$ cat src/rtl/rtc_pkg.sv
// Shared RTC timing definitions: key-period FSM states, default clock and
// key-period constants (also used by the divider and keygen), and the
// key-period cycle helper.
package rtc_pkg;

  typedef enum logic [1:0] {
    UNLOCKED = 2'd0,
    LOCKED   = 2'd1,
    STALE    = 2'd2
  } rtc_state_t;

  localparam int unsigned RTC_KEYCHANGE_PERIOD = 5;
  localparam int unsigned RTC_SYS_CLK_HZ       = 1000000;

  // Number of sys_clk cycles in one key period.
  function automatic int unsigned key_cycles(input int unsigned hz, input int unsigned period);
    return hz * period;
  endfunction

endpackage

$ cat src/rtl/rtc_edge_sync.sv
// Two-flop synchroniser plus rising-edge detector for one divided RTC clock.
// Emits a registered one-cycle tick per rising edge. The detector only arms
// once a genuine low has come through the synchroniser, so an input that is
// already high at reset release does not produce a spurious tick.
module rtc_edge_sync (
  input  logic clk_i,
  input  logic rst_i,
  input  logic sig_i,
  output logic tick_o
);

  logic       s1_q, s2_q, prev_q, armed_q, tick_q;
  logic [1:0] fill_q;
  logic       armed_d, tick_d;

  // Arm on a low from a filled synchroniser; the post-reset zeros in s2 are not a real sample.
  always_comb begin
    armed_d = armed_q | (fill_q[1] & ~s2_q);
    tick_d  = s2_q & ~prev_q & armed_q;
  end

  // Synchroniser, history, arming and tick registers.
  always_ff @(posedge clk_i or posedge rst_i) begin
    if (rst_i) begin
      s1_q    <= 1'b0;
      s2_q    <= 1'b0;
      prev_q  <= 1'b0;
      fill_q  <= 2'b00;
      armed_q <= 1'b0;
      tick_q  <= 1'b0;
    end else begin
      s1_q    <= sig_i;
      s2_q    <= s1_q;
      prev_q  <= s2_q;
      fill_q  <= {fill_q[0], 1'b1};
      armed_q <= armed_d;
      tick_q  <= tick_d;
    end
  end

  assign tick_o = tick_q;

endmodule

$ cat src/rtl/rtc_tick_sync.sv
// RTC tick synchroniser: brings clk_500Hz / clk_5s into sys_clk as one-cycle
// ticks, keeps the OTP key time-step counter and supervises the key clock.
// Optional feature macro: RTC_WATCHDOG_EN enables the key-period watchdog
// (wd_cnt and the STALE state). Without it, stale stays 0 and the FSM latches
// LOCKED on the first key tick until reset.
//
// state    | meaning
// UNLOCKED | no key tick seen since reset
// LOCKED   | key tick seen within the last WD_LIMIT cycles
// STALE    | key clock overdue (watchdog build only)
module rtc_tick_sync
  import rtc_pkg::*;
#(
  parameter int unsigned KEYCHANGE_PERIOD = RTC_KEYCHANGE_PERIOD,
  parameter int unsigned SYS_CLK_HZ       = RTC_SYS_CLK_HZ,
  parameter int unsigned TS_WIDTH         = 32,
  parameter int unsigned WD_SLACK         = 1000
) (
  input  logic                sys_clk,
  input  logic                rst,
  input  logic                clk_500Hz,
  input  logic                clk_5s,
  input  logic                ts_load,
  input  logic [TS_WIDTH-1:0] ts_load_val,
  output logic                tick_500Hz,
  output logic                tick_key,
  output logic [TS_WIDTH-1:0] timestep,
  output logic                locked,
  output logic                stale
);

  localparam int unsigned KEY_CYCLES = key_cycles(SYS_CLK_HZ, KEYCHANGE_PERIOD);
  localparam int unsigned WD_LIMIT   = KEY_CYCLES + WD_SLACK;

  rtc_state_t          state_q, state_d;
  logic [TS_WIDTH-1:0] timestep_q, timestep_d;
  logic                locked_q, stale_q;
  logic                wd_hit;

  rtc_edge_sync u_sync_500hz (
    .clk_i  (sys_clk),
    .rst_i  (rst),
    .sig_i  (clk_500Hz),
    .tick_o (tick_500Hz)
  );

  rtc_edge_sync u_sync_key (
    .clk_i  (sys_clk),
    .rst_i  (rst),
    .sig_i  (clk_5s),
    .tick_o (tick_key)
  );

`ifdef RTC_WATCHDOG_EN
  localparam int unsigned     WD_W   = $clog2(WD_LIMIT + 1);
  localparam logic [WD_W-1:0] WD_MAX = WD_W'(WD_LIMIT);

  logic [WD_W-1:0] wd_cnt_q, wd_cnt_d;

  // Cycles since the last key tick, saturating at the limit.
  always_comb begin
    wd_cnt_d = wd_cnt_q;
    if (tick_key) begin
      wd_cnt_d = '0;
    end else if (wd_cnt_q != WD_MAX) begin
      wd_cnt_d = wd_cnt_q + WD_W'(1);
    end
  end

  // Watchdog counter register.
  always_ff @(posedge sys_clk or posedge rst) begin
    if (rst) begin
      wd_cnt_q <= '0;
    end else begin
      wd_cnt_q <= wd_cnt_d;
    end
  end

  // Flag on the edge where the count lands on the limit, so stale rises
  // exactly WD_LIMIT cycles after the edge that closed the last tick.
  assign wd_hit = (wd_cnt_d == WD_MAX);
`else
  logic unused_wd_cfg;
  assign unused_wd_cfg = (WD_LIMIT == 0);
  assign wd_hit        = 1'b0;
`endif

  // Time-step: a load beats a same-cycle key tick; increment wraps naturally.
  always_comb begin
    timestep_d = timestep_q;
    if (ts_load) begin
      timestep_d = ts_load_val;
    end else if (tick_key) begin
      timestep_d = timestep_q + TS_WIDTH'(1);
    end
  end

  // Lock/stale next state; a key tick wins over a same-cycle limit hit.
  always_comb begin
    state_d = state_q;
    case (state_q)
      UNLOCKED: begin
        if (tick_key)    state_d = LOCKED;
        else if (wd_hit) state_d = STALE;
      end
      LOCKED: begin
        if (!tick_key && wd_hit) state_d = STALE;
      end
      STALE: begin
        if (tick_key) state_d = LOCKED;
      end
      default: state_d = UNLOCKED;
    endcase
  end

  // State, time-step and registered status outputs.
  always_ff @(posedge sys_clk or posedge rst) begin
    if (rst) begin
      state_q    <= UNLOCKED;
      timestep_q <= '0;
      locked_q   <= 1'b0;
      stale_q    <= 1'b0;
    end else begin
      state_q    <= state_d;
      timestep_q <= timestep_d;
      locked_q   <= (state_d == LOCKED);
      stale_q    <= (state_d == STALE);
    end
  end

  assign timestep = timestep_q;
  assign locked   = locked_q;
  assign stale    = stale_q;

endmodule

$ cat config.mk
export PLATFORM = sky130hd
export DESIGN_NAME = rtc_tick_sync
export DESIGN_NICKNAME = d
export VERILOG_FILES = /design/src/rtl/rtc_pkg.sv /design/src/rtl/rtc_edge_sync.sv /design/src/rtl/rtc_tick_sync.sv
export SDC_FILE = /design/constraint.sdc
export NUM_CORES = 1
export LEC_CHECK = 0
export ABC_AREA = 1
export BUFFER_PORTS_ARGS = -buffer_cell sky130_fd_sc_hd__buf_2
export CORE_ASPECT_RATIO = 1.5
export CORE_MARGIN = 3
export CORE_UTILIZATION = 42
export CTS_CLUSTER_SIZE = 8
export DETAILED_ROUTE_END_ITERATION = 6
export PLACE_DENSITY = 0.78
export SLEW_MARGIN = 20
export SYNTH_ARGS = -nofsm -noshare
export SYNTH_HDL_FRONTEND = slang
export SYNTH_SLANG_ARGS = --single-unit
$ cat constraint.sdc
create_clock -name sys_clk -period 3.6 [get_ports sys_clk]
set_clock_uncertainty 0.15 [all_clocks]
set_input_delay 0.9 -clock sys_clk [delete_from_list [all_inputs] [get_ports sys_clk]]
set_output_delay 0.9 -clock sys_clk [all_outputs]
set_load 0.01 [all_outputs]
==> results.md <==
- The clock net in this run drives a total of 48 sinks.
- The most used standard cell by instance count after synthesis is sky130_fd_sc_hd__nand2_1.
- The count of buffers added on input and output ports is 72.
- Measured along the y axis, the die boundary spans 104.7 um.
- The largest individual stage delay along the critical path comes from the cell sky130_fd_sc_hd__nor2_2.
- The area of all placed cells without fillers is 3262 um2.
- For this design the total switching power over the nets is 0.0003940 W.
- The initial utilization of the core area, before any placement, comes to 43.86%.
- The number of synthesized register bits is 48.
- After synthesis the cells add up to 2728 um2.
- The die area is 7517 um2.
- In this run the horizontal extent of the chip is 71.80 um.
- The boundary pin count is 73.
- The multi-input combinational cells in the finished layout cover a total of 1368 um2.
- The worst setup path is captured at a flip-flop.
- The final count of hold timing violations came to 0.
- In this run the biggest area consumer among cell types represents 44.04% of the synthesized area.
- The share of total power dissipated in sequential elements is 50.8%.
- The share of cells above drive strength 1 is 23.78%.
- The first detailed-routing pass ran for 4 iterations.
- The post-CTS setup repair buffer count is 0.
- The number of antenna violations at the first check in global routing is 0.
- The maximum net fanout on the critical path is 31.
- TritonCTS built the clock tree.
- In the synthesized netlist, the cells that appear most often are sky130_fd_sc_hd__nand2_1, sky130_fd_sc_hd__dfrtp_1, sky130_fd_sc_hd__nor2_1, sky130_fd_sc_hd__nand3_1, sky130_fd_sc_hd__inv_1.
- Dividing the synthesized area by the synthesized cell count gives 7.662 um2.
- The time the final worst path needs with I/O delays and setup is 2.203 ns.
- The final max-slew violation count is 0.
- The number of antenna diodes in the final layout is 0.
- In this run the standard cell core region covers 6218 um2.
- Clock latency on the worst-skew pair, taken at its later pin, is 0.30 ns.
- The cell accounting for the most synthesized area is sky130_fd_sc_hd__dfrtp_1.
- The most used flip-flop cell after synthesis is sky130_fd_sc_hd__dfrtp_1.
- Power spread over the standard cell area amounts to 392.7 nW/um2.
- The worst min-delay path category is reg -> reg.
- The via count of the first global-routing pass is 2652.
- The largest single stage delay on the critical path is 0.54 ns.
- After clock tree synthesis, the repair step resized 0 gates.
- At the pin with the least slew margin, the transition time is 0.9839 ns.
- The count of cells along the worst register-to-register path is 4.
- Summing all placed instances gives a cell area of 3146 um2.
- The detail route stage leaves a number of antenna-violating nets equal to 0.
- The average vias per placed instance is 5.215.
- The first-pass GRT wire length is 11.90 mm.
- The run finished with clean final reports.
- For this run, the top clock speed supported by timing is 453.8 MHz.
- The portion of total power attributed to the clock network is 31.4%.
- The share of synthesized flip-flops with an asynchronous set or reset is 100.0%.
- Yosys mapped the design onto 27 distinct sky130hd cell types.
- The final routed DRC violation total is 0.
- Entering global routing, the biggest net connects 49 pins.
- The vias after detailed routing is 2623.
- The area growth from synthesis to layout is 19.59%.
- The global routing usage summed across all routing layers is 19.78%.
- The number of setup violations in the final report is 0.
- Walking the worst path, the cells encountered are buf_2 -> nor2_2 -> buf_4 -> a22oi_1 -> o21ai_0.
- The leakage power summed over all cells is 1.598 nW.
- At the end of routability-driven placement, the weighted congestion stood at 0.9074.
- The final-layout setup total negative slack is 0 ns.
- Yosys attributes the largest share of cell area to sky130_fd_sc_hd__dfrtp_1, sky130_fd_sc_hd__nand2_1, sky130_fd_sc_hd__a22oi_1.
- The part of the Yosys area used for sequential elements is 44.04%.
- The number of buffers created by CTS is 5.
- The net total in the final layout is 466.
- The required time at the endpoint of the critical path is 3.68 ns.
- The synthesized instance count is 356.
- The sequential cells in the finished layout cover a total of 1201 um2.
- Setup repair after global routing left no endpoint under its margin.
- Clock-pin slew was measured on the worst setup and hold paths at 0.09 ns.
- Dividing the final minimum period by the clock period gives 61.21%.
- The remaining max-slew budget at the tightest pin is 34.31%.
- In this run the number of H-tree levels came out at 2.
- After layout, the worst setup slack is 1.397 ns.
- The standard-cell row count is 35.
- The worst-case IR drop observed on VDD is 249.0 uV.
- The category of the critical setup timing path is in -> reg.
- In the final routed layout, each cell accounts on average for 13.77 um.
- The setup slack at placement is 1.099 ns.
- No sink is reached through more buffers than the 2 on the longest clock path.
- Combinational logic burns 17.8% of the power.
- Hold repair after CTS inserted 0 buffers.
- The max capacitance violation total is 0.
- The worst setup path is launched from an input pin.
- The number of warning messages in the yosys log is 0.
- The total wire length is 6.928 mm.
- In this run the clock root is driven by a sky130_fd_sc_hd__clkbuf_8.
- The proportion of total power due to net switching is 30.75%.
- Fill cells in the final layout number 625.
- The detailed router finished its first iteration with 169 violations.
- The total congestion overflow after global routing is 0.
- The number of cells on the worst hold path is 0.
- Counting flops with a built-in enable in the synthesized netlist gives 0.
- When the netlist entered floorplanning its net count stood at 394.
- The data arrival time of the worst path is 2.28 ns.
- Internal power comes to 0.0008871 W.
- The detailed placer's ending HPWL is 5.199 mm.
cell type report:
cell class	count	share of cell area (%)
clock buffer	5	2.110
clock inverter	3	1.458
inverter	29	3.337
multi-input combinational	270	41.93
sequential	48	36.82
tap	74	2.839
timing repair buffer	74	11.51
routing by layer:
layer,vias to the layer above,track usage [%],part of all wire [%]
li1,1289,-,-
met1,1249,23.16,40
met2,73,33.82,52
met3,12,4.331,5.1
met4,0,8.871,2.5
met5,-,0,0
logic make-up after synthesis:
logic type | share of synthesized area [%]
XOR/XNOR | 3.532
AND/OR/NAND/NOR | 35.00
flip-flops | 44.04
AO/OA/AOI/OAI | 10.92
adder cells (fa/ha/maj) | 0.4586
other | 0.1375
buffers and inverters | 5.917
power by group through the flow:
stage                     combinational, W  sequential, W  clock, W
after floorplan                   0.000126       0.000663         0
after global placement            0.000224       0.000659         0
after detailed placement          0.000230       0.000661         0
after CTS                         0.000231       0.000650  0.000411
after global routing              0.000260       0.000659  0.000430
final                             0.000228       0.000651  0.000402
layout by cell type (no fill, tap or decap):
cell                        count
sky130_fd_sc_hd__a22oi_1       26
sky130_fd_sc_hd__clkinv_4       2
sky130_fd_sc_hd__buf_4          2
sky130_fd_sc_hd__clkbuf_8       5
sky130_fd_sc_hd__nand3_1       32
sky130_fd_sc_hd__o21ai_1        1
sky130_fd_sc_hd__inv_1         26
sky130_fd_sc_hd__inv_2          3
sky130_fd_sc_hd__conb_1         1
sky130_fd_sc_hd__nand2_1      117
sky130_fd_sc_hd__dfrtp_1       48
sky130_fd_sc_hd__o21bai_1       5
sky130_fd_sc_hd__and2_1         2
sky130_fd_sc_hd__ha_1           1
sky130_fd_sc_hd__nor2_8         1
sky130_fd_sc_hd__a21oi_1        5
sky130_fd_sc_hd__nor2_1        44
sky130_fd_sc_hd__o21ai_0        4
sky130_fd_sc_hd__xor2_1        11
sky130_fd_sc_hd__nor2_2         4
sky130_fd_sc_hd__nand2_4        2
sky130_fd_sc_hd__buf_2         72
sky130_fd_sc_hd__bufinv_16      1
sky130_fd_sc_hd__o211ai_1       2
sky130_fd_sc_hd__nand2_2        3
sky130_fd_sc_hd__nor2_4         7
sky130_fd_sc_hd__nor3b_1        2
flip-flops by register name, summed over array words and instances, names as in the netlist:
signal / count
u_sync_500hz.s1_q: 1
u_sync_key.armed_q: 1
stale: 1
u_sync_500hz.s2_q: 1
state_q: 2
u_sync_key.s2_q: 1
u_sync_500hz.fill_q: 1
u_sync_key.s1_q: 1
u_sync_500hz.tick_o: 1
u_sync_key.fill_q: 1
locked: 1
timestep: 32
u_sync_500hz.armed_q: 1
u_sync_500hz.prev_q: 1
u_sync_key.prev_q: 1
u_sync_key.tick_o: 1
worst paths after layout:
kind	start	to	slack, ns
max reg2reg	u_sync_key.tick_o$_DFF_PP0_	timestep[6]$_DFFE_PP0P_	1.81
min reg2reg	u_sync_500hz.s1_q$_DFF_PP0_	u_sync_500hz.s2_q$_DFF_PP0_	0.20
max in group asynchronous	rst	timestep[4]$_DFFE_PP0P_	2.02
min in group asynchronous	rst	timestep[9]$_DFFE_PP0P_	0.67
max	ts_load	timestep[6]$_DFFE_PP0P_	1.40
min	u_sync_500hz.s1_q$_DFF_PP0_	u_sync_500hz.s2_q$_DFF_PP0_	0.20
per-stage QoR:
stage | power [W] | hold slack, ns | std cells | util [%]
final | 0.001281 | 0.2048 | 503 | 52.45
after global routing | 0.001349 | 0.2213 | 503 | 52.45
after CTS | 0.001291 | 0.2085 | 503 | 52.45
after detailed placement | 0.0008905 | 0.1865 | 495 | 50.58
after global placement | 0.0008824 | 0.1828 | 495 | 50.58
after floorplan | 0.0007892 | 0.1812 | 356 | -
critical path: cells and delay by family:
family / cells / cell delay, ns
compound gates: 2 / 0.20
buf+inv: 2 / 0.61
simple gates: 1 / 0.54
Power figures use the tool's default switching activity.
